**src/rtl/t03_wb_pkg.sv**
```systemverilog
// Shared types for the team_03 writeback stage and its load-extension helper.
package t03_wb_pkg;

    localparam int unsigned SEL_W  = 2;
    localparam int unsigned SIZE_W = 2;

    // Result source selected by the memory stage
    typedef enum logic [SEL_W-1:0] {
        SEL_ALU = 2'b00,
        SEL_MEM = 2'b01,
        SEL_PC4 = 2'b10,
        SEL_SLT = 2'b11
    } wb_sel_e;

    // Load access size; encoding 2'b11 is handled as a word access
    typedef enum logic [SIZE_W-1:0] {
        SZ_BYTE = 2'b00,
        SZ_HALF = 2'b01,
        SZ_WORD = 2'b10
    } ld_size_e;

    typedef enum logic {
        ST_IDLE     = 1'b0,
        ST_WAIT_MEM = 1'b1
    } wb_state_e;

    // Load context captured at accept time and used when the response arrives
    typedef struct packed {
        logic [SIZE_W-1:0] size;
        logic              uns;
    } ld_ctx_t;

endpackage

```
**src/rtl/t03_writeback_unit_if.sv**
```systemverilog
// Memory-stage to writeback bundle plus the register-file write port.
interface t03_writeback_unit_if #(
    parameter int unsigned XLEN   = 32,
    parameter int unsigned REG_AW = 5
);
    logic              in_valid;
    logic              in_ready;
    logic [REG_AW-1:0] in_rd;
    logic [1:0]        in_sel;
    logic [1:0]        in_size;
    logic              in_unsigned;
    logic [XLEN-1:0]   alu_value;
    logic [XLEN-1:0]   pc_4_value;
    logic              alu_neg;
    logic              alu_overflow;
    logic              alu_borrow;
    logic              mem_valid;
    logic [XLEN-1:0]   mem_data;
    logic              reg_we;
    logic [REG_AW-1:0] reg_addr;
    logic [XLEN-1:0]   reg_wdata;

    // Upstream pipeline / memory side
    modport master (
        output in_valid, in_rd, in_sel, in_size, in_unsigned,
               alu_value, pc_4_value, alu_neg, alu_overflow, alu_borrow,
               mem_valid, mem_data,
        input  in_ready, reg_we, reg_addr, reg_wdata
    );

    // Writeback unit side
    modport slave (
        input  in_valid, in_rd, in_sel, in_size, in_unsigned,
               alu_value, pc_4_value, alu_neg, alu_overflow, alu_borrow,
               mem_valid, mem_data,
        output in_ready, reg_we, reg_addr, reg_wdata
    );
endinterface

```
**src/rtl/t03_load_extend.sv**
```systemverilog
// Combinational byte/half/word load extension; shared with the LSU.
module t03_load_extend
    import t03_wb_pkg::*;
#(
    parameter int unsigned XLEN = 32
) (
    input  logic [XLEN-1:0]   data,
    input  logic [SIZE_W-1:0] size,
    input  logic              load_unsigned,
    output logic [XLEN-1:0]   ext_value
);

    // Size casts of signed operands sign-extend, so no replication is needed
    always_comb begin
        ext_value = data;
        case (ld_size_e'(size))
            SZ_BYTE: ext_value = load_unsigned ? XLEN'(data[7:0])
                                               : XLEN'($signed(data[7:0]));
            SZ_HALF: ext_value = load_unsigned ? XLEN'(data[15:0])
                                               : XLEN'($signed(data[15:0]));
            default: ext_value = data;
        endcase
    end

endmodule

```
**src/rtl/t03_writeback_unit.sv**
```systemverilog
// Registered writeback stage: result mux, load wait FSM with timeout, RF write port.
module t03_writeback_unit
    import t03_wb_pkg::*;
#(
    parameter int unsigned XLEN        = 32,
    parameter int unsigned REG_AW      = 5,
    parameter int unsigned MEM_TIMEOUT = 255
) (
    input  logic                 clk,
    input  logic                 rst,
    t03_writeback_unit_if.slave  wb,
    output logic                 busy,
    output logic                 timeout_err
);

    localparam int unsigned CNT_W   = (MEM_TIMEOUT == 0) ? 1 : $clog2(MEM_TIMEOUT + 1);
    localparam int unsigned TO_LAST = (MEM_TIMEOUT == 0) ? 0 : MEM_TIMEOUT - 1;

    wb_state_e         state_q, state_d;
    logic [CNT_W-1:0]  cnt_q, cnt_d;
    ld_ctx_t           ld_q, ld_d;
    logic [REG_AW-1:0] rd_q, rd_d;
    logic              reg_we_q, reg_we_d;
    logic [REG_AW-1:0] reg_addr_q, reg_addr_d;
    logic [XLEN-1:0]   reg_wdata_q, reg_wdata_d;
    logic              timeout_err_q, timeout_err_d;
    logic [XLEN-1:0]   result_c;
    logic [XLEN-1:0]   load_value_c;

    t03_load_extend #(.XLEN(XLEN)) u_load_extend (
        .data          (wb.mem_data),
        .size          (ld_q.size),
        .load_unsigned (ld_q.uns),
        .ext_value     (load_value_c)
    );

    // Non-load result selection; SLT picks signed or unsigned compare flag
    always_comb begin
        result_c = wb.alu_value;
        case (wb_sel_e'(wb.in_sel))
            SEL_PC4: result_c = wb.pc_4_value;
            SEL_SLT: result_c = XLEN'(wb.in_unsigned ? wb.alu_borrow
                                                     : (wb.alu_neg ^ wb.alu_overflow));
            default: result_c = wb.alu_value;
        endcase
    end

    // Next-state, timeout counter and write-port update
    always_comb begin
        state_d       = state_q;
        cnt_d         = cnt_q;
        ld_d          = ld_q;
        rd_d          = rd_q;
        reg_we_d      = 1'b0;
        reg_addr_d    = reg_addr_q;
        reg_wdata_d   = reg_wdata_q;
        timeout_err_d = 1'b0;
        case (state_q)
            ST_IDLE: begin
                if (wb.in_valid) begin
                    if (wb_sel_e'(wb.in_sel) == SEL_MEM) begin
                        state_d  = ST_WAIT_MEM;
                        cnt_d    = '0;
                        rd_d     = wb.in_rd;
                        ld_d.size = wb.in_size;
                        ld_d.uns  = wb.in_unsigned;
                    end else if (wb.in_rd != '0) begin
                        reg_we_d    = 1'b1;
                        reg_addr_d  = wb.in_rd;
                        reg_wdata_d = result_c;
                    end
                end
            end
            ST_WAIT_MEM: begin
                if (wb.mem_valid) begin
                    state_d = ST_IDLE;
                    if (rd_q != '0) begin
                        reg_we_d    = 1'b1;
                        reg_addr_d  = rd_q;
                        reg_wdata_d = load_value_c;
                    end
                end else if ((MEM_TIMEOUT != 0) && (cnt_q == CNT_W'(TO_LAST))) begin
                    state_d       = ST_IDLE;
                    timeout_err_d = 1'b1;
                end else if (cnt_q != '1) begin
                    cnt_d = cnt_q + CNT_W'(1);
                end
            end
            default: state_d = ST_IDLE;
        endcase
    end

    // State and output registers
    always_ff @(posedge clk or posedge rst) begin
        if (rst) begin
            state_q       <= ST_IDLE;
            cnt_q         <= '0;
            ld_q          <= '0;
            rd_q          <= '0;
            reg_we_q      <= 1'b0;
            reg_addr_q    <= '0;
            reg_wdata_q   <= '0;
            timeout_err_q <= 1'b0;
        end else begin
            state_q       <= state_d;
            cnt_q         <= cnt_d;
            ld_q          <= ld_d;
            rd_q          <= rd_d;
            reg_we_q      <= reg_we_d;
            reg_addr_q    <= reg_addr_d;
            reg_wdata_q   <= reg_wdata_d;
            timeout_err_q <= timeout_err_d;
        end
    end

    assign wb.in_ready    = (state_q == ST_IDLE);
    assign busy           = (state_q == ST_WAIT_MEM);
    assign wb.reg_we      = reg_we_q;
    assign wb.reg_addr    = reg_addr_q;
    assign wb.reg_wdata   = reg_wdata_q;
    assign timeout_err    = timeout_err_q;

endmodule

```
**src/flat_wrapper.sv**
```systemverilog
// flat-port wrapper written by rule: the top's interface ports become plain ports
module t03_writeback_unit_flat import t03_wb_pkg::*;
#(
    parameter int unsigned XLEN        = 32,
    parameter int unsigned REG_AW      = 5,
    parameter int unsigned MEM_TIMEOUT = 255
)
  (clk, rst, busy, timeout_err, wb_in_valid, wb_in_rd, wb_in_sel, wb_in_size, wb_in_unsigned, wb_alu_value, wb_pc_4_value, wb_alu_neg, wb_alu_overflow, wb_alu_borrow, wb_mem_valid, wb_mem_data, wb_in_ready, wb_reg_we, wb_reg_addr, wb_reg_wdata);
  t03_writeback_unit_if #(.XLEN(XLEN), .REG_AW(REG_AW)) wb_i ();
  input  logic clk;
  input  logic rst;
  output logic busy;
  output logic timeout_err;
  input wire logic [$bits(wb_i.in_valid)-1:0] wb_in_valid;
  input wire logic [$bits(wb_i.in_rd)-1:0] wb_in_rd;
  input wire logic [$bits(wb_i.in_sel)-1:0] wb_in_sel;
  input wire logic [$bits(wb_i.in_size)-1:0] wb_in_size;
  input wire logic [$bits(wb_i.in_unsigned)-1:0] wb_in_unsigned;
  input wire logic [$bits(wb_i.alu_value)-1:0] wb_alu_value;
  input wire logic [$bits(wb_i.pc_4_value)-1:0] wb_pc_4_value;
  input wire logic [$bits(wb_i.alu_neg)-1:0] wb_alu_neg;
  input wire logic [$bits(wb_i.alu_overflow)-1:0] wb_alu_overflow;
  input wire logic [$bits(wb_i.alu_borrow)-1:0] wb_alu_borrow;
  input wire logic [$bits(wb_i.mem_valid)-1:0] wb_mem_valid;
  input wire logic [$bits(wb_i.mem_data)-1:0] wb_mem_data;
  output wire logic [$bits(wb_i.in_ready)-1:0] wb_in_ready;
  output wire logic [$bits(wb_i.reg_we)-1:0] wb_reg_we;
  output wire logic [$bits(wb_i.reg_addr)-1:0] wb_reg_addr;
  output wire logic [$bits(wb_i.reg_wdata)-1:0] wb_reg_wdata;
  assign wb_i.in_valid = wb_in_valid;
  assign wb_i.in_rd = wb_in_rd;
  assign wb_i.in_sel = wb_in_sel;
  assign wb_i.in_size = wb_in_size;
  assign wb_i.in_unsigned = wb_in_unsigned;
  assign wb_i.alu_value = wb_alu_value;
  assign wb_i.pc_4_value = wb_pc_4_value;
  assign wb_i.alu_neg = wb_alu_neg;
  assign wb_i.alu_overflow = wb_alu_overflow;
  assign wb_i.alu_borrow = wb_alu_borrow;
  assign wb_i.mem_valid = wb_mem_valid;
  assign wb_i.mem_data = wb_mem_data;
  assign wb_in_ready = wb_i.in_ready;
  assign wb_reg_we = wb_i.reg_we;
  assign wb_reg_addr = wb_i.reg_addr;
  assign wb_reg_wdata = wb_i.reg_wdata;
  t03_writeback_unit #(.XLEN(XLEN), .REG_AW(REG_AW), .MEM_TIMEOUT(MEM_TIMEOUT)) u_core (.clk(clk), .rst(rst), .wb(wb_i), .busy(busy), .timeout_err(timeout_err));
endmodule
```
**config.mk**
```make
export PLATFORM = sky130hd
export DESIGN_NAME = t03_writeback_unit_flat
export DESIGN_NICKNAME = d
export VERILOG_FILES = /design/src/rtl/t03_wb_pkg.sv /design/src/rtl/t03_writeback_unit_if.sv /design/src/rtl/t03_load_extend.sv /design/src/rtl/t03_writeback_unit.sv /design/src/flat_wrapper.sv
export SDC_FILE = /design/constraint.sdc
export NUM_CORES = 1
export LEC_CHECK = 0
export BUFFER_PORTS_ARGS = -buffer_cell sky130_fd_sc_hd__buf_2
export CORE_ASPECT_RATIO = 1.1
export CORE_MARGIN = 2
export CORE_UTILIZATION = 52
export CTS_BUF_LIST = sky130_fd_sc_hd__clkbuf_8
export DETAILED_ROUTE_END_ITERATION = 6
export PLACE_DENSITY = 0.88
export SLEW_MARGIN = 10
export SYNTH_ARGS = -nofsm -noshare
export SYNTH_HDL_FRONTEND = slang
export SYNTH_SLANG_ARGS = --single-unit
```
**constraint.sdc**
```tcl
create_clock -name clk -period 5.6 [get_ports clk]
set_clock_uncertainty 0.15 [all_clocks]
set_input_delay 0.56 -clock clk [delete_from_list [all_inputs] [get_ports clk]]
set_output_delay 0.56 -clock clk [all_outputs]
set_load 0.01 [all_outputs]
```
== Yosys cells after proc, flatten, opt, wreduce, memory -nomap -nowiden ==
Cells that the tools add are included.

* Equality and inequality tests: 15
* Bitwise gates (word level): 2
* Muxes and demuxes: 37
* Reduce and logical (&&, ||, !) cells: 6
* Add/subtract/negate cells: 1

{| class="wikitable"
|+ Operators with widths
! operator !! count
|-
| $mux 32 || 8
|-
| $pmux 32 s2 || 3
|-
| $mux 8 || 5
|-
| $mux 5 || 5
|-
| $pmux 8 s2 || 1
|-
| $ne 2x2->1 const B || 7
|-
| $mux 1 || 12
|-
| $pmux 5 s2 || 1
|-
| $reduce_and 5->1 || 2
|-
| $reduce_bool 5->1 || 2
|-
| $add 8x1->8 const B || 1
|-
| $eq 8x8->1 const B || 1
|-
| $ne 8x8->1 const B || 1
|-
| $eq 2x1->1 const B || 2
|-
| $eq 2x2->1 const B || 2
|-
| $ne 2x1->1 const B || 2
|-
| $pmux 1 s2 || 2
|-
| $reduce_and 3->1 || 1
|-
| $logic_not 2->1 || 1
|-
| $not 1->1 || 1
|-
| $xor 1x1->1 || 1
|}

* Input port bits: 113
* Flip-flop bits (word level): 56
* Word-level logic and storage cells: 70
* Output and inout port bits: 41

== Logic depth before layout (Yosys ltp) ==
Gate-level depths: netlist of the first run.

* Word-level depth: 7
* Mapped depth: 6
* Mapped depth without buffers: 6

== By module ==
A second synthesis of the first run with hierarchy kept.

* Cells, all modules: 362
* Area total of the unflattened synthesis: 3420.8 um^2

{| class="wikitable"
|+ By module, submodules not included
! module !! sequential area each (um^2) !! cells an instance !! instances !! area an instance (um^2)
|-
| t03_writeback_unit || 1401.3 || 295 || 1 || 3065.4
|-
| t03_load_extend || 0.0 || 67 || 1 || 355.3
|}

== Least setup slack after synthesis of the first run ==
No wires, ideal clock.

* Path kind: input -> register
* Start: in wb_in_rd[1]
* End: reg u_core.reg_addr_q[0] (netlist: u_core.wb.reg_addr[0])
* Path buffers: 2
* Data required time: 5325 ps
* Arrival: 1916 ps
* Cell stages on the path: 6
* Path slack: 3409 ps
* Library setup time: 125 ps
* Cells stage by stage: or4_1 > o221ai_2 > o21ai_2 > buf_6 > buf_8 > mux2_4

* Word-level cells in the longest chain between the ends: 3

{| class="wikitable"
|+ Ends and longest elaborated chain
! what !! RTL line !! RTL
|-
| start: declaration || flat_wrapper.sv:15 || <nowiki>input wire logic [$bits(wb_i.in_rd)-1:0] wb_in_rd;</nowiki>
|-
| $reduce_bool 5->1 || t03_writeback_unit.sv:67 || <nowiki>end else if (wb.in_rd != '0) begin</nowiki>
|-
| $ne 2x1->1 (no source line) || - ||
|-
| $reduce_and 5->1 (no source line) || - ||
|-
| end signal: assignment || t03_writeback_unit.sv:110 || <nowiki>reg_addr_q <= reg_addr_d;</nowiki>
|-
| end: declaration || t03_writeback_unit.sv:24 || <nowiki>logic [REG_AW-1:0] reg_addr_q, reg_addr_d;</nowiki>
|}

Every way passes these cells.
A chain may end at the register's enable or synchronous reset.

== Worst setup path after layout of the first run ==
* Start: reg u_core.state_q (netlist: u_core.busy)
* End: reg u_core.reg_wdata_q[7] (netlist: u_core.wb.reg_wdata[7])

* Word-level cells in the longest chain between the ends: 3
* Elaborated cells on any way between the ends: 8
* Classes of those cells: 5 x eq/ne; 1 x mux; 1 x bitwise; 1 x reduce/logical

{| class="wikitable"
|+ Ends and longest elaborated chain
! what !! RTL line !! RTL
|-
| start: declaration || t03_writeback_unit.sv:19 || <nowiki>wb_state_e state_q, state_d;</nowiki>
|-
| start signal: assignment || t03_writeback_unit.sv:105 || <nowiki>state_q <= state_d;</nowiki>
|-
| $not 1->1 (no source line) || - ||
|-
| $ne 2x2->1 (no source line) / $ne 2x1->1 (equally long branches) || - ||
|-
| $reduce_and 5->1 (no source line) || - ||
|-
| end signal: assignment || t03_writeback_unit.sv:111 || <nowiki>reg_wdata_q <= reg_wdata_d;</nowiki>
|-
| end: declaration || t03_writeback_unit.sv:25 || <nowiki>logic [XLEN-1:0] reg_wdata_q, reg_wdata_d;</nowiki>
|}

Several ways; a longest one is shown, not always the timed one.

==> impl_results.md, run 1 <==
- Final WL: 8570 um
- Min setup slack post-route: 2.77 ns
- Inserted Clock Buffers: 5
- Die height: 87.2 um
- CTS clk-pin slew, worst paths: 0.09 ns
- F_max: 354 MHz
- Post-Synth XOR/XNOR Area: 0.00268
- Largest net degree at the start of global routing: 57
- Status: complete, no violations
- Gr usage total: 0.243
- Critical-path top delay cell: dfrtp_2
- Synth Net Count: 456
- Leakage: 0.00205 uW
- RSZ-0062 raised after global routing: no
- Max-Slew Margin vs Limit: 0.319
- Routed length per instance: 15.3 um
- Post-Synth Simple-Gate Area: 0.177
- Max-slew violations: 0
- Clk_lat worst skew: 0.30 ns
- Hold_buf cts: 0
- Synth Area in Adders: 0.00765
- CTS tree: done
- DR vias: 3,118
- Period utilization: 0.505
- CP Capture Type: flip-flop
- Synth Area in Compound Gates: 0.166
- Total grt overflow: 0
- CTS sink cnt: 56
- Maximum capacitance violations: 0
- Cells after Synth: 341
- Clock power share: 0.181
- Setup Viol. Count Final: 0
- CP top delay family: flip-flops
- Layout cell share with drive strength beyond 1: 0.441
- Power Density: 296 nW/um2
- Worst Tran Pin Value: 1.02 ns
- First-pass GRT wire length: 13,500 um
- Io pins: 154
- EDFF count, synth: 0
- Vias in the first global route: 2,960
- Data required time at the worst endpoint: 5.64 ns
- CP Class: flip-flop to flip-flop
- Period minus WS final: 2.83 ns
- Maximum clock path buffer count: 2
- DR DRC count: 0
- Seq pwr share: 0.474
- Initial antenna violation count: 0
- Type of origin of the critical path: flip-flop
- Ys flop type: dfrtp_1
- Post-CTS Repair Setup Buffers: 0
- Synth Cell Area: 3270 um2
- Routability cong.: 0.837
- Dpl hpwl: 6300 um
- Largest family of logic cells by synthesized area: simple AND/OR/NAND/NOR gates
- Fin nets: 592
- Cell variety after synth: 42
- Slowest Stage Delay on Critical Path: 1.04 ns
- Asr flop ratio synth: 1.00
- NetSw: 400 uW
- Crit path DAT: 2.86 ns
- R2R depth: 4
- I/O Buffers: 153
- Hold Path Class: input port to async pin
- R2R Setup Slk: 2.77 ns
- Int Power: 823 uW
- Die Span X: 79.6 um
- Initial core utilization: 0.535
- Area Overhead vs Synth: 26.1%
- DR iter-0 viols: 195
- Critical path peak fanout: 56
- DRT antenna net count: 0
- Combinational power share: 0.345
- Mux cell area share after synthesis: 0.172
- Post-CTS sizing: 0
- Synthesized flop and latch total: 56
- DIE AREA: 6940 um2
- Core Area: 6120 um2
- Worst-path cell chain: o211ai_1 -> o21ai_4 -> buf_4 -> mux2_2
- Switching fraction of total power: 0.327
- Row count: 30
- Hold Vio Cnt, Final: 0
- Part of the Yosys area used for sequential elements: 0.428
- TNS Setup: 0 ns
- Syn_area_per_cell: 9.59 um2
- First-pass DRT Iterations: 4
- DP Worst Slack: 2.52 ns
- Root Driver: clkbuf_8
- N_diodes: 0
- H-tree depth: 2
- Worst path depth: 4
- Worst vdd ir: 0.175 mV
- Buffers and inverters on the worst path: 1
- Via density: 5.59
- Yosys warns: 0
power by group through the flow:
stage | sequential (uW) | clock [uW] | combinational, uW
after detailed placement | 585 | 0 | 423
final | 579 | 221 | 422
after floorplan | 597 | 0 | 242
after global placement | 581 | 0 | 410
after CTS | 578 | 228 | 425
after global routing | 592 | 245 | 460
per-layer routing:
metal,up-vias,global-route usage,part of all wire
met5,-,0,0
met4,0,0.0658,0.012
met3,10,0.0373,0.063
met2,135,0.419,0.51
met1,1474,0.318,0.42
li1,1499,-,-
cell type report:
type                    count  area, um2
fillers                   488       1990
multi-input cells         254       1730
flip-flops and latches     56       1400
repair buffers            155        781
well taps                  80        100
clock buffers               6       82.6
inverters                   5       18.8
clock inverters             2       11.3
synthesized netlist by cell type (all sizes together), types with 3 or more instances:
| master | instances | area [um2] |
|---|---|---|
| a21oi | 28 | 140 |
| a22oi | 24 | 180 |
| a2bb2oi | 7 | 61.3 |
| buf | 9 | 66.3 |
| clkbuf | 17 | 63.8 |
| dfrtp | 56 | 1400 |
| inv | 5 | 18.8 |
| mux2 | 42 | 544 |
| nand2 | 67 | 251 |
| nand3 | 30 | 150 |
| nand4 | 3 | 18.8 |
| nor2 | 4 | 15.0 |
| nor2b | 3 | 18.8 |
| nor3 | 4 | 20.0 |
| o21ai | 11 | 58.8 |
| or3 | 3 | 18.8 |
| or4 | 3 | 22.5 |
tightest hold or removal path: cells and delay by family:
kind | cells | cell delay (ns)
buffers and inverters | 3 | 0.66
through the flow:
| step | area (um2) | instances | total power [uW] | utilization | hold slack (ns) |
|---|---|---|---|---|---|
| 5_1_grt | 4130 | 558 | 1300 | 0.674 | 0.317 |
| 2_1_floorplan | 3270 | 341 | 839 | - | 0.303 |
| 4_1_cts | 4130 | 558 | 1230 | 0.674 | 0.313 |
| 3_5_place_dp | 4030 | 550 | 1010 | 0.659 | 0.330 |
| 3_3_place_gp | 4030 | 550 | 991 | 0.659 | 0.325 |
| 6_report | 4130 | 558 | 1220 | 0.674 | 0.293 |
cells by family after synthesis:
family | count (synthesis)
muxes | 44
and+or+nand+nor | 125
adders and majority gates | 2
DFF | 56
AOI/OAI and AO/OA | 82
xor gates and xnor gates | 1
buffers and inverters | 31
path summary, 6_finish.rpt:
| kind | to | startpoint |
|---|---|---|
| setup / recovery | u_core.wb.reg_wdata[7] | u_core.busy |
| hold / removal | u_core.wb.reg_wdata[22] | rst |
| setup reg to reg | u_core.wb.reg_wdata[7] | u_core.busy |
| hold reg to reg | u_core.wb.reg_wdata[3] | u_core.wb.reg_wdata[3] |
| max in group asynchronous | u_core.busy | rst |
| min in group clk | u_core.ld_q[2] | wb_in_size[1] |
flip-flops by register name, indices dropped and copies added, names as in the netlist:
name                 count
u_core.cnt_q             8
u_core.wb.reg_we         1
u_core.rd_q              5
u_core.busy              1
u_core.wb.reg_wdata     32
u_core.ld_q              3
u_core.wb.reg_addr       5
u_core.timeout_err       1
placed cells by master, fill, tap and decap left out, types with 2 or more instances in the layout:
master     Yosys  layout
o21ai_0       10      10
nor2_1         4       4
mux2_2        23      23
nor3_1         4       4
or3_1          3       3
a21oi_1       28      28
buf_4          0       2
buf_2          2     153
nor2b_1        3       3
a22oi_1       24      24
and3_1         2       2
dfrtp_1       56      55
o31ai_1        2       2
or4_1          3       3
inv_2          1       2
clkbuf_8       0       6
mux2_4        19      19
mux2i_1        2       2
a2bb2oi_1      7       7
o211ai_1       2       2
inv_1          4       4
ha_1           2       2
o2111ai_1      2       2
nand3_1       30      30
nand2_1       67      67
nand4_1        3       3
No activity file was read; power rests on OpenSTA's default activity.
==> run 2: changes to the inputs <==
--- a/config.mk
+++ b/config.mk
@@ -5,13 +5,14 @@
 export SDC_FILE = /design/constraint.sdc
 export NUM_CORES = 1
 export LEC_CHECK = 0
+export ABC_AREA = 1
 export BUFFER_PORTS_ARGS = -buffer_cell sky130_fd_sc_hd__buf_2
 export CORE_ASPECT_RATIO = 1.1
 export CORE_MARGIN = 2
-export CORE_UTILIZATION = 52
+export CORE_UTILIZATION = 49
 export CTS_BUF_LIST = sky130_fd_sc_hd__clkbuf_8
 export DETAILED_ROUTE_END_ITERATION = 6
-export PLACE_DENSITY = 0.88
+export PLACE_DENSITY = 0.83
 export SLEW_MARGIN = 10
 export SYNTH_ARGS = -nofsm -noshare
 export SYNTH_HDL_FRONTEND = slang
==> constraint.sdc (replaced) <==
create_clock -name clk -period 2.8 [get_ports clk]
set_clock_uncertainty 0.15 [all_clocks]
set_input_delay 0.28 -clock clk [delete_from_list [all_inputs] [get_ports clk]]
set_output_delay 0.28 -clock clk [all_outputs]
set_load 0.01 [all_outputs]
==> run 2 against run 1 <==
Fmax rose by 28%; worst hold slack got worse by 0.22 ns; via count rose by 21%; critical path depth rose by 4; register-to-register slack got worse by 2.2 ns; power rose by 83%; routed wire length rose by 16%; die area rose by 10%; area after synthesis rose by 4.3%.
==> impl_results.md, run 2 <==
- Min-delay src: wb_in_size[0]
- CP Class: flip-flop to flip-flop
- Asr flop ratio synth: 1.00
- Leakage: 0.00230 uW
- N_diodes: 0
- CTS clk-pin slew, worst paths: 0.09 ns
- Fin nets: 737
- Total grt overflow: 0
- Hold Vio Cnt, Final: 0
- Most frequent cell after synthesis: nand2_1
- Crit path DAT: 2.26 ns
- WHS Path Cells: 3
- H-tree depth: 2
- RSZ-0062 raised after global routing: no
- R2R depth: 8
- DR vias: 3,785
- Layout filler cell count: 615
- Yosys warns: 0
- Cell variety after synth: 30
- Die height: 91.5 um
- Seq. cell area: 1400 um2
- Part of the Yosys area used for sequential elements: 0.411
- Cells after Synth: 488
- Post-layout util: 0.632
- Core Area: 6670 um2
- Most frequent cells after synthesis: nand2_1, a21oi_1, dfrtp_1
- Int Power: 1430 uW
- Type of origin of the critical path: flip-flop
- Area Overhead vs Synth: 23.7%
- R2r endpoint: u_core.wb.reg_wdata[26]
- Clock power share: 0.182
- Data required time at the worst endpoint: 2.85 ns
- Initial core utilization: 0.511
- First-pass DRT Iterations: 4
- Critical path peak fanout: 39
- Row count: 31
- Synthesized flop and latch total: 56
- Worst vdd ir: 0.300 mV
- Largest net degree at the start of global routing: 44
- Ys flop type: dfrtp_1
- TNS Setup: 0 ns
- Gr usage total: 0.257
- Dpl hpwl: 7300 um
- Area contributors post-synth: dfrtp_1, nand2_1, a21oi_1
- Switching fraction of total power: 0.362
- Cell taking the most area after synthesis: dfrtp_1
- CTS tree: done
- Synth Cell Area: 3410 um2
- R2R Setup Slk: 0.59 ns
- Yosys top cell area share: 0.411
- Maximum clock path buffer count: 2
- Clk_lat worst skew: 0.30 ns
- DRT antenna net count: 0
- Final WL: 9910 um
- I/O Buffers: 153
- Initial antenna violation count: 0
- Status: complete, no violations
- Max-slew violations: 0
- Commonest non-fill, non-tap cell in the layout: nand2_1
- Via density: 5.38
- CTS sink cnt: 56
- Worst Tran Pin Value: 0.949 ns
- EDFF count, synth: 0
- Worst r2r src: u_core.busy
- First-pass GRT wire length: 16,300 um
- Commonest non-fill, non-tap cells in the layout: nand2_1, buf_2, a21oi_1
- Synth Net Count: 603
- Multi-input gate area: 1740 um2
- Power Density: 530 nW/um2
- Maximum capacitance violations: 0
- Syn_area_per_cell: 6.99 um2
- Worst hold endpoint: u_core.ld_q[1]
- Post-CTS sizing: 0
- Hold Path Class: input port to flip-flop
- Inserted Clock Buffers: 5
- Period utilization: 0.790
- Root Driver: clkbuf_8
- Combinational power share: 0.336
- Max reg flops: 32
- DR DRC count: 0
- Setup Viol. Count Final: 0
- Routed length per instance: 14.1 um
- Vias in the first global route: 3,545
- Seq pwr share: 0.482
- Die Span X: 83.6 um
- Routability cong.: 0.844
- Period minus WS final: 2.21 ns
- Layout cell share with drive strength beyond 1: 0.304
- Io pins: 154
- DIE AREA: 7650 um2
- F_max: 452 MHz
- DR iter-0 viols: 259
- NetSw: 809 uW
- CP Capture Type: flip-flop
- Max-Slew Margin vs Limit: 0.366
run 2: cell count changes after synthesis, sizes merged, moves of 11 or more:
cell and delta:
inv +17, nor2 +19, mux2 -42, nand3 +35, o21ai +18, a21oi +28, clkbuf -11, buf +18
nand2 +125, a22oi -24
run 2: area by class of cell:
class | instances | area share
Inverter | 22 | 0.0202
Clock inverter | 1 | 0.000890
Timing Repair Buffer | 160 | 0.195
Tap cell | 82 | 0.0243
Multi-Input combinational cell | 377 | 0.411
Clock buffer | 5 | 0.0163
Sequential cell | 56 | 0.332
run 2: worst max path at each step:
stage / from / to / slack (ns)
floorplan: rst / u_core.busy / 1.0
global placement: u_core.busy / u_core.wb.reg_wdata[18] / 0.66
detailed placement: u_core.busy / u_core.wb.reg_addr[4] / 0.59
CTS: u_core.busy / u_core.wb.reg_wdata[26] / 0.57
global route: u_core.busy / u_core.wb.reg_wdata[24] / 0.36
finish: u_core.busy / u_core.wb.reg_wdata[26] / 0.59
run 2: worst max-delay path, cell delays in order (launching register included):
cell     delay, ns
dfrtp_2       0.54
inv_2         0.28
nand2_1       0.10
nor2_1        0.11
nand2_1       0.09
nand2_4       0.37
inv_4         0.26
nand2_1       0.12
nand2_1       0.07
run 2: power by group through the flow:
stage	Combinational [uW]	Clock (uW)	Sequential, uW
3_5_place_dp	755	0	1090
2_1_floorplan	407	0	1130
3_3_place_gp	729	0	1090
5_1_grt	846	453	1100
4_1_cts	758	417	1070
6_report	752	407	1080
run 2: kinds of logic after synthesis:
kind of cell | synth area share
AND/OR/NAND/NOR | 0.374
AO/OA/AOI/OAI | 0.127
flip-flops | 0.411
buffers and inverters | 0.0807
adder cells (fa/ha/maj) | 0.00733
run 2: metrics by stage:
step,instance area [um2],worst slack [ns],hold slack [ns],instances,power (uW)
after floorplan,3410,0.999,0.273,488,1540
after global placement,4140,0.660,0.145,696,1810
after detailed placement,4140,0.592,0.150,696,1840
after CTS,4220,0.568,0.0730,703,2250
after global routing,4220,0.357,0.0886,703,2390
final,4220,0.587,0.0761,703,2240
run 2: repair_timing:
item,4_1_cts,5_1_grt
hold buffers,1,0
buffers inserted,0,0
hold endpoints to repair,19,0
run 2: routing by layer:
layer  track usage  routed length (um)  vias to the layer above
li1              -                   -                     1844
met5             0                   0                        -
met3        0.0345                 653                       25
met4        0.0726                 211                        0
met1         0.342                4070                     1748
met2         0.441                4980                      168
==> run 3: changes to the inputs <==
==> constraint.sdc (replaced) <==
create_clock -name clk -period 2.3 [get_ports clk]
set_clock_uncertainty 0.15 [all_clocks]
set_input_delay 0.23 -clock clk [delete_from_list [all_inputs] [get_ports clk]]
set_output_delay 0.23 -clock clk [all_outputs]
set_load 0.01 [all_outputs]
==> run 3 against run 2 <==
Power grew 24%; combinational power up 23%; sequential power is 20% higher; die area is the same; final area grew 0.77%; critical path depth did not move; worst setup slack got worse by 0.27 ns; final cell count up 0.57%; sequential share of layout area shrank 0.25 points; non-clock buffer count increased by 2; routed wire length fell by 2.7%.
==> impl_results.md, run 3 (synthesis gave the netlist of run 2 again) <==
- Status: complete, no violations
- Data required time at the worst endpoint: 2.40 ns
- Layout cell share with drive strength beyond 1: 0.307
- F_max: 505 MHz
- Slowest Stage Delay on Critical Path: 0.44 ns
- Seq pwr share: 0.469
- Routability cong.: 0.846
- Worst vdd ir: 0.335 mV
- Worst-path cell chain: buf_4 -> nand2_1 -> inv_1 -> nand2_1 -> nand2_4 -> inv_4 -> nand2_1 -> nand2_1
- Worst Tran Pin Value: 0.708 ns
- Hold Path Class: input port to flip-flop
- Largest net degree at the start of global routing: 57
- Clock power share: 0.197
- DR vias: 3,702
- Routed length per instance: 13.6 um
- Die height: 91.5 um
- Final instance area: 4250 um2
- Io pins: 154
- Core Area: 6670 um2
- TNS Setup: 0 ns
- Min setup slack post-route: 0.319 ns
- DIE AREA: 7650 um2
- Initial antenna violation count: 0
- Critical-path top delay cell: dfrtp_2
- Commonest non-fill, non-tap cells in the layout: nand2_1, buf_2, a21oi_1
- N_diodes: 0
- Worst path most repeated cell: nand2_1
- DR DRC count: 0
- Via density: 5.24
- Period utilization: 0.861
- CP Capture Type: flip-flop
- Critical path peak fanout: 39
- Initial core utilization: 0.511
- CTS tree: done
- Switching fraction of total power: 0.358
- NetSw: 991 uW
- Gr usage total: 0.249
- Type of origin of the critical path: flip-flop
- DRT antenna net count: 0
- Max reg flops: 32
- DP Worst Slack: 0.342 ns
- Die Span X: 83.6 um
- Inserted Clock Buffers: 5
- Crit path DAT: 2.08 ns
- Max-slew violations: 0
- DR iter-0 viols: 244
- CTS clk-pin slew, worst paths: 0.09 ns
- Dpl hpwl: 6950 um
- Vias in the first global route: 3,465
- Hold Vio Cnt, Final: 0
- Setup Viol. Count Final: 0
- Period minus WS final: 1.98 ns
- Placed inst area: 4150 um2
- CTS sink cnt: 56
- Combinational power share: 0.334
- Commonest non-fill, non-tap cell in the layout: nand2_1
- RSZ-0062 raised after global routing: no
- I/O Buffers: 153
- Maximum clock path buffer count: 2
- CP startpoint: u_core.busy
- Clk_lat worst skew: 0.31 ns
- CP Class: flip-flop to flip-flop
- Min-delay src: wb_in_size[0]
- Power Density: 652 nW/um2
- Worst r2r src: u_core.busy
- Total grt overflow: 0
- Int Power: 1780 uW
- H-tree depth: 2
- First-pass DRT Iterations: 5
- Fin nets: 739
- Row count: 31
- Max-Slew Margin vs Limit: 0.528
- Maximum capacitance violations: 0
- Area Overhead vs Synth: 24.6%
- Root Driver: clkbuf_8
- Final WL: 9640 um
- First-pass GRT wire length: 15,800 um
- Leakage: 0.00232 uW
-- run 3: cell count changes in the layout (fill, tap and decap cells not counted), sizes merged --
cell    previous run  this run
buf              159       161
clkbuf             5         6
inv               23        24
-- run 3: area by class of cell --
cell class | count | area (um2)
well taps | 82 | 103
fillers | 625 | 2420
multi-input cells | 377 | 1740
clock inverters | 2 | 7.51
clock buffers | 6 | 82.6
repair buffers | 162 | 836
flip-flops and latches | 56 | 1400
inverters | 22 | 85.1
-- run 3: worst paths after layout --
path                                                end  slack, ns  cells after the start
worst max-delay path            u_core.wb.reg_wdata[18]       0.32                      8
max in group asynchronous                   u_core.busy       0.98                      4
worst min-delay path                     u_core.ld_q[1]       0.03                      3
min in group asynchronous              u_core.wb.reg_we       0.51                      4
worst max register to register  u_core.wb.reg_wdata[18]       0.32                      8
worst min register to register   u_core.wb.reg_wdata[1]       0.33                      2
-- run 3: routing by layer --
| layer | vias up | global-route usage | routed length, um |
|---|---|---|---|
| met5 | - | 0 | 0 |
| met4 | 0 | 0.0820 | 211 |
| met3 | 19 | 0.0418 | 665 |
| met2 | 156 | 0.437 | 4850 |
| met1 | 1676 | 0.311 | 3910 |
| li1 | 1851 | - | - |
-- run 3: timing repair --
action,CTS,global route
hold buffers,1,0
setup buffers,0,0
resized for setup,0,0
endpoints found under the hold margin,56,0
-- run 3: worst max-delay path, delay by kind of cell (launching register included) --
family / cells / cell delay, ns
DFF: 1 / 0.44
buffers and inverters: 3 / 0.66
and+or+nand+nor: 5 / 0.65
-- run 3: power groups by stage --
stage                     combinational [uW]  clock [uW]  sequential [uW]
after CTS                                931         554             1300
final                                    925         545             1300
after detailed placement                 929           0             1310
after global placement                   891           0             1320
after floorplan                          495           0             1370
after global routing                    1040         594             1330
-- run 3: through the flow --
step	power [uW]	util	std cells	hold slack, ns
finish	2770	0.637	707	0.0262
global route	2960	0.637	707	0.0596
CTS	2780	0.637	707	0.0240
detailed placement	2240	0.622	698	0.305
global placement	2210	0.622	698	0.299
floorplan	1870	-	488	0.223
